File: src/rtl/pc_sequencer_pkg.sv
// Shared definitions for the Hack fetch/execute sequencer: state encoding
// and C-instruction field positions.
`default_nettype none

package pc_sequencer_pkg;

  typedef enum logic [2:0] {
    S_RESET = 3'd0,
    S_FETCH = 3'd1,
    S_EXEC  = 3'd2,
    S_HALT  = 3'd3,
    S_FAULT = 3'd4
  } state_t;

  // Instruction field positions
  localparam int IS_C = 15;
  localparam int J1   = 2;
  localparam int J2   = 1;
  localparam int J3   = 0;

  localparam int STALL_W = 8;
  localparam int WORD_W  = 16;

endpackage

`default_nettype wire

File: src/rtl/pc_sequencer_jump_cond.sv
// Jump condition for a Hack C-instruction: the three jump bits select among
// the less-than / equal / greater-than outcomes of the ALU result.
`default_nettype none

module jump_cond
  import pc_sequencer_pkg::*;
(
  input  logic       is_c,
  input  logic [2:0] jbits,
  input  logic       zr,
  input  logic       ng,
  output logic       take
);

  logic lt;
  logic eq;
  logic gt;

  assign lt = ng;
  assign eq = zr;
  assign gt = ~ng & ~zr;

  // jbits indices coincide with the instruction bit positions J1..J3
  assign take = is_c & ((jbits[J1] & lt) | (jbits[J2] & eq) | (jbits[J3] & gt));

endmodule

`default_nettype wire

File: src/rtl/pc_sequencer.sv
// Hack CPU fetch/execute sequencer: ROM fetch handshake, instruction register,
// jump/increment decision, halt (jump-to-self) and ROM-stall fault detection.
`default_nettype none

module pc_sequencer
  import pc_sequencer_pkg::*;
#(
  parameter int TIMEOUT = 8
) (
  input  logic               clock,
  input  logic               reset,
  input  logic [WORD_W-1:0]  rom_data,
  input  logic               rom_ready,
  input  logic               zr,
  input  logic               ng,
  input  logic [WORD_W-1:0]  a_reg,
  input  logic [WORD_W-1:0]  pc_out,
  output logic               rom_req,
  output logic [WORD_W-1:0]  ir,
  output logic               exec_en,
  output logic [WORD_W-1:0]  pc_in,
  output logic               pc_load,
  output logic               pc_inc,
  output logic               pc_reset,
  output logic               halted,
  output logic               fault,
  output logic [WORD_W-1:0]  instr_count
);

  localparam logic [STALL_W-1:0] TIMEOUT_C = TIMEOUT[STALL_W-1:0];

  state_t             state;
  state_t             state_next;
  logic [STALL_W-1:0] stall_cnt;
  logic [STALL_W-1:0] stall_inc;
  logic               take;

  assign stall_inc = stall_cnt + 1'b1;
  assign pc_in     = a_reg;

  jump_cond u_jump_cond (
    .is_c  (ir[IS_C]),
    .jbits (ir[J1:J3]),
    .zr    (zr),
    .ng    (ng),
    .take  (take)
  );

  always_comb begin
    state_next = state;
    rom_req    = 1'b0;
    exec_en    = 1'b0;
    pc_load    = 1'b0;
    pc_inc     = 1'b0;
    pc_reset   = 1'b0;
    halted     = 1'b0;
    fault      = 1'b0;
    case (state)
      S_RESET: begin
        pc_reset   = 1'b1;
        state_next = S_FETCH;
      end
      S_FETCH: begin
        rom_req = 1'b1;
        if (rom_ready) begin
          state_next = S_EXEC;
        end else if (stall_inc == TIMEOUT_C) begin
          state_next = S_FAULT;
        end
      end
      S_EXEC: begin
        exec_en = 1'b1;
        if (take) begin
          pc_load = 1'b1;
          // A taken jump whose target is the current PC can never make progress
          state_next = (a_reg == pc_out) ? S_HALT : S_FETCH;
        end else begin
          pc_inc     = 1'b1;
          state_next = S_FETCH;
        end
      end
      S_HALT:  halted = 1'b1;
      S_FAULT: fault  = 1'b1;
      default: state_next = S_RESET;
    endcase
  end

  always_ff @(posedge clock) begin
    if (reset) begin
      state       <= S_RESET;
      ir          <= '0;
      instr_count <= '0;
      stall_cnt   <= '0;
    end else begin
      state <= state_next;
      case (state)
        S_RESET: begin
          ir          <= '0;
          instr_count <= '0;
          stall_cnt   <= '0;
        end
        S_FETCH: begin
          if (rom_ready) begin
            ir        <= rom_data;
            stall_cnt <= '0;
          end else begin
            stall_cnt <= stall_inc;
          end
        end
        S_EXEC:  instr_count <= instr_count + 1'b1;
        default: ;
      endcase
    end
  end

endmodule

`default_nettype wire

File: config.mk
export PLATFORM = sky130hd
export DESIGN_NAME = pc_sequencer
export DESIGN_NICKNAME = d
export VERILOG_FILES = /design/src/rtl/pc_sequencer_pkg.sv /design/src/rtl/pc_sequencer_jump_cond.sv /design/src/rtl/pc_sequencer.sv
export SDC_FILE = /design/constraint.sdc
export NUM_CORES = 1
export LEC_CHECK = 0
export CORE_AREA = 10 10 91 61
export CTS_CLUSTER_SIZE = 25
export DETAILED_ROUTE_END_ITERATION = 7
export DIE_AREA = 0 0 101 71
export DONT_BUFFER_PORTS = 1
export PLACE_DENSITY = 0.78
export SLEW_MARGIN = 40
export SYNTH_ARGS = -nofsm -noshare
export SYNTH_HDL_FRONTEND = slang
export SYNTH_SLANG_ARGS = --single-unit
File: constraint.sdc
create_clock -name clock -period 1.8 [get_ports clock]
set_input_delay 0.27 -clock clock [delete_from_list [all_inputs] [get_ports clock]]
set_output_delay 0.27 -clock clock [all_outputs]
set_load 0.02 [all_outputs]
==> key figures <==
Power
  • Pwr dens: approximately 750 mW/mm^2
  • Worst VDD drop: 0.0006323 V
  • P_leak: around 0.97 nW

STA
  • Final period util: 0.9710
  • Fmax: between 500 and 600 MHz
  • Worst Max-Slew Pin Slew: around 0.44 ns
  • RSZ-0062 raised after global routing: false
  • Fin Clk Skew: ~0.0083 ns
  • Post-route minimum period: about 1.7 ns
  • Setup_tns: 0 ns
  • Fin. max-slew vios: 0
  • Final Hold Vio Count: 0
  • Relative slew slack: 0.7095
  • Final setup viols: 0

Route
  • Drt drc: 0
  • Total Wirelength: around 6.3 mm
  • Via count: 2,207
  • Antenna-violating nets left: 0
  • Iter 0 DRT Violations: about 220
  • WL/cell: about 17 um
  • Vias per cell: between 6 and 7
  • First-pass detailed-route iteration total: 4

Yosys
  • Post-synthesis mux area share: 0.04050
  • Area share of fa/ha/maj cells after synthesis: 0.01558
  • Compound-cell area share of the yosys netlist: 0.1578
  • Post-Synth Simple-Gate Area: 0.2773
  • Avg Cell Area, Syn: 7.875 sq um
  • Yosys warning count: 0
  • Synth Area in XOR/XNOR: 0.06179
  • Synth Cell Area: around 0.0024 sq mm
  • Synth Register Bits: 43
  • Mapped Cells: 306
  • Main combinational cell family by area after synthesis: simple AND/OR/NAND/NOR gates
  • Post-synthesis sequential area ratio: 0.3572
  • Synth Net Count: roughly 360
  • Ranking of synthesized cells by area: dfxtp_1 36%, a21oi_1 6.4%, nand2_1 6.4%
  • FFs w/ async S/R, synth: 0
  • Top-area cell type share of the netlist area: 0.3572
  • Top_reg_cell synth: dfxtp_1
  • Netlist cell types: 45
  • Area leader, netlist: dfxtp_1
  • Post-synth EDFFs: 0

CTS
  • Root Driver: clkbuf_8
  • H-tree Lvls: 2
  • Clock latency on the worst-skew pair: about 0.3 ns
  • TritonCTS buffer count: 5
  • CTS Buffer Depth: 2
  • # clock sinks: 43
  • Clock slew at reported path FFs: around 0.090 ns
  • CTS tree: done
  • Post-CTS Hold Fix Bufs: 0

Die
  • DIE HEIGHT: 71 um
  • FP Rows: 18
  • Die width: 101 um
  • Initial core utilization: 0.6114
  • Die ar.: about 0.0072 sq mm
  • Core box area: between 0.003 and 0.004 sq mm
  • # IOs: approximately 110

Layout
  • FF/Latch Area: a little under 900 sq um
  • Final nets: around 370
  • Share of layout cells above drive strength 1: 0.2179
  • # diodes: 0
  • Fillers: around 340
  • Footprint of the multi-input gates: approximately 0.0014 sq mm
  • Area growth syn-to-layout: 10.96%
  • Layout Utilization: 0.6784

Status
  • Outcome: completed

Worst setup path
  • CP endpoint kind: output port
  • Required @ worst endpoint: around 1.5 ns
  • Critical path launch point type: register
  • CP Class: register to output port
  • CP Max Fanout: 6
  • CP arrival: between 1 and 1.5 ns

Global route
  • Total track usage: 0.1697
  • Initial antenna violation count: 0
  • First-pass GRT wire length: around 10 mm
  • Largest net degree at the start of global routing: between 40 and 50
  • Grt ovf: 0
  • Vias in the first global route: roughly 2,100

Min path
  • Worst min path class: input port to register

Flow run
  • Max cap viols: 0

Placed design
  • Detailed Place HPWL: 4.775 mm
  • Placer's final routability congestion estimate: 0.8357
  • Port Buf Inserts: 0
[layout make-up]
type                            count  share of cell area
Inverter                            4            0.006551
Multi-Input combinational cell    225              0.5110
Clock buffer                        5             0.02574
Tap cell                           50             0.02340
Sequential cell                    43              0.3248
Timing Repair Buffer               32             0.09125
Clock inverter                      3             0.01731
[placed cells by master, fill, tap and decap left out, drive strengths merged, types with 2 or more instances in the layout]
master  count
dfxtp      43
nand2      41
buf        32
a21oi      31
nor2       30
nand3      26
xnor2      17
nand4       9
o21ai       7
mux2        6
nor3        6
clkbuf      5
inv         5
nor3b       5
a22oi       4
a311oi      4
a31o        3
mux2i       3
nor4        3
or2         3
ha          3
and2        2
a41oi       2
and4        2
a211oi      2
and3        2
[registers in the layout, indices dropped and copies added (netlist names)]
register / flops
stall_cnt: 8
state: 3
instr_count: 16
ir: 16
[synthesized netlist by cell type (2+ instances only)]
master / count
nor3_1: 5
nor4_1: 3
a311oi_1: 4
mux2i_1: 3
xnor2_1: 17
nand4_1: 9
and4_1: 2
nor2_1: 30
nand2_1: 41
a21oi_1: 31
ha_1: 3
clkbuf_1: 8
a22oi_1: 4
mux2_2: 6
and3_1: 2
and2_1: 2
a31o_2: 3
a211oi_1: 2
buf_1: 3
buf_4: 18
buf_2: 5
o21ai_0: 7
nor3b_1: 4
nand3_1: 26
or2_2: 2
dfxtp_1: 43
a41oi_1: 2
inv_1: 4
[worst max-delay path, cell delays in order (launching register included)]
cell and delay [ns]:
dfxtp_2 0.36, or3b_4 0.43, buf_4 0.15, a21oi_2 0.09
buf_4 0.15
[cell families after synthesis]
logic type | after synthesis
flip-flops | 43
XOR/XNOR | 17
buffers and inverters | 38
AND/OR/NAND/NOR | 135
multiplexers | 9
AO/OA/AOI/OAI | 61
adder cells (fa/ha/maj) | 3
[final timing paths]
kind | start | to | slack, ns | depth (start not counted)
worst max-delay path | state[2] | pc_inc | 0.05 | 4
worst min-delay path | reset | stall_cnt[1] | 0.03 | 1
worst max register to register | state[1] | stall_cnt[7] | 0.13 | 5
worst min register to register | stall_cnt[7] | stall_cnt[7] | 0.49 | 1
[repair_timing]
| action | CTS | global route |
|---|---|---|
| setup endpoints to repair | 2 | 7 |
| buffers inserted | 2 | 0 |
| gates resized for setup | 8 | 8 |
| pin swaps | 1 | 2 |
[metal layers]
layer  wire length, um  vias to the layer above  share of wire  track usage
met4                59                        0         0.0093      0.04314
li1                  -                     1084              -            -
met5                 0                        -              0            0
met1              2795                     1019           0.44       0.2107
met3               784                        6           0.12      0.09117
met2              2680                       98           0.42       0.2509
[where the power goes]
group / total [W] / switching [W] / internal, W
clock network: 0.000782 / 0.000363 / 0.000418
logic: 0.000228 / 0.000130 / 0.0000986
registers: 0.00100 / 0.0000315 / 0.000970
[metrics by stage]
| stage | power, W | setup WS [ns] | hold slack, ns | instances | cell area [sq um] |
|---|---|---|---|---|---|
| after detailed placement | 0.001241 | 0.1064 | 0.3474 | 352 | 2501 |
| after global placement | 0.001238 | 0.1752 | 0.3458 | 352 | 2501 |
| after global routing | 0.002078 | 0.004403 | 0.02027 | 362 | 2674 |
| final | 0.002011 | 0.05220 | 0.02616 | 362 | 2674 |
| after floorplan | 0.001243 | 0.03545 | 0.4060 | 306 | 2415 |
| after CTS | 0.002024 | 0.003179 | 0.01796 | 362 | 2653 |
Note: power is estimated with default switching activity, not from simulation.
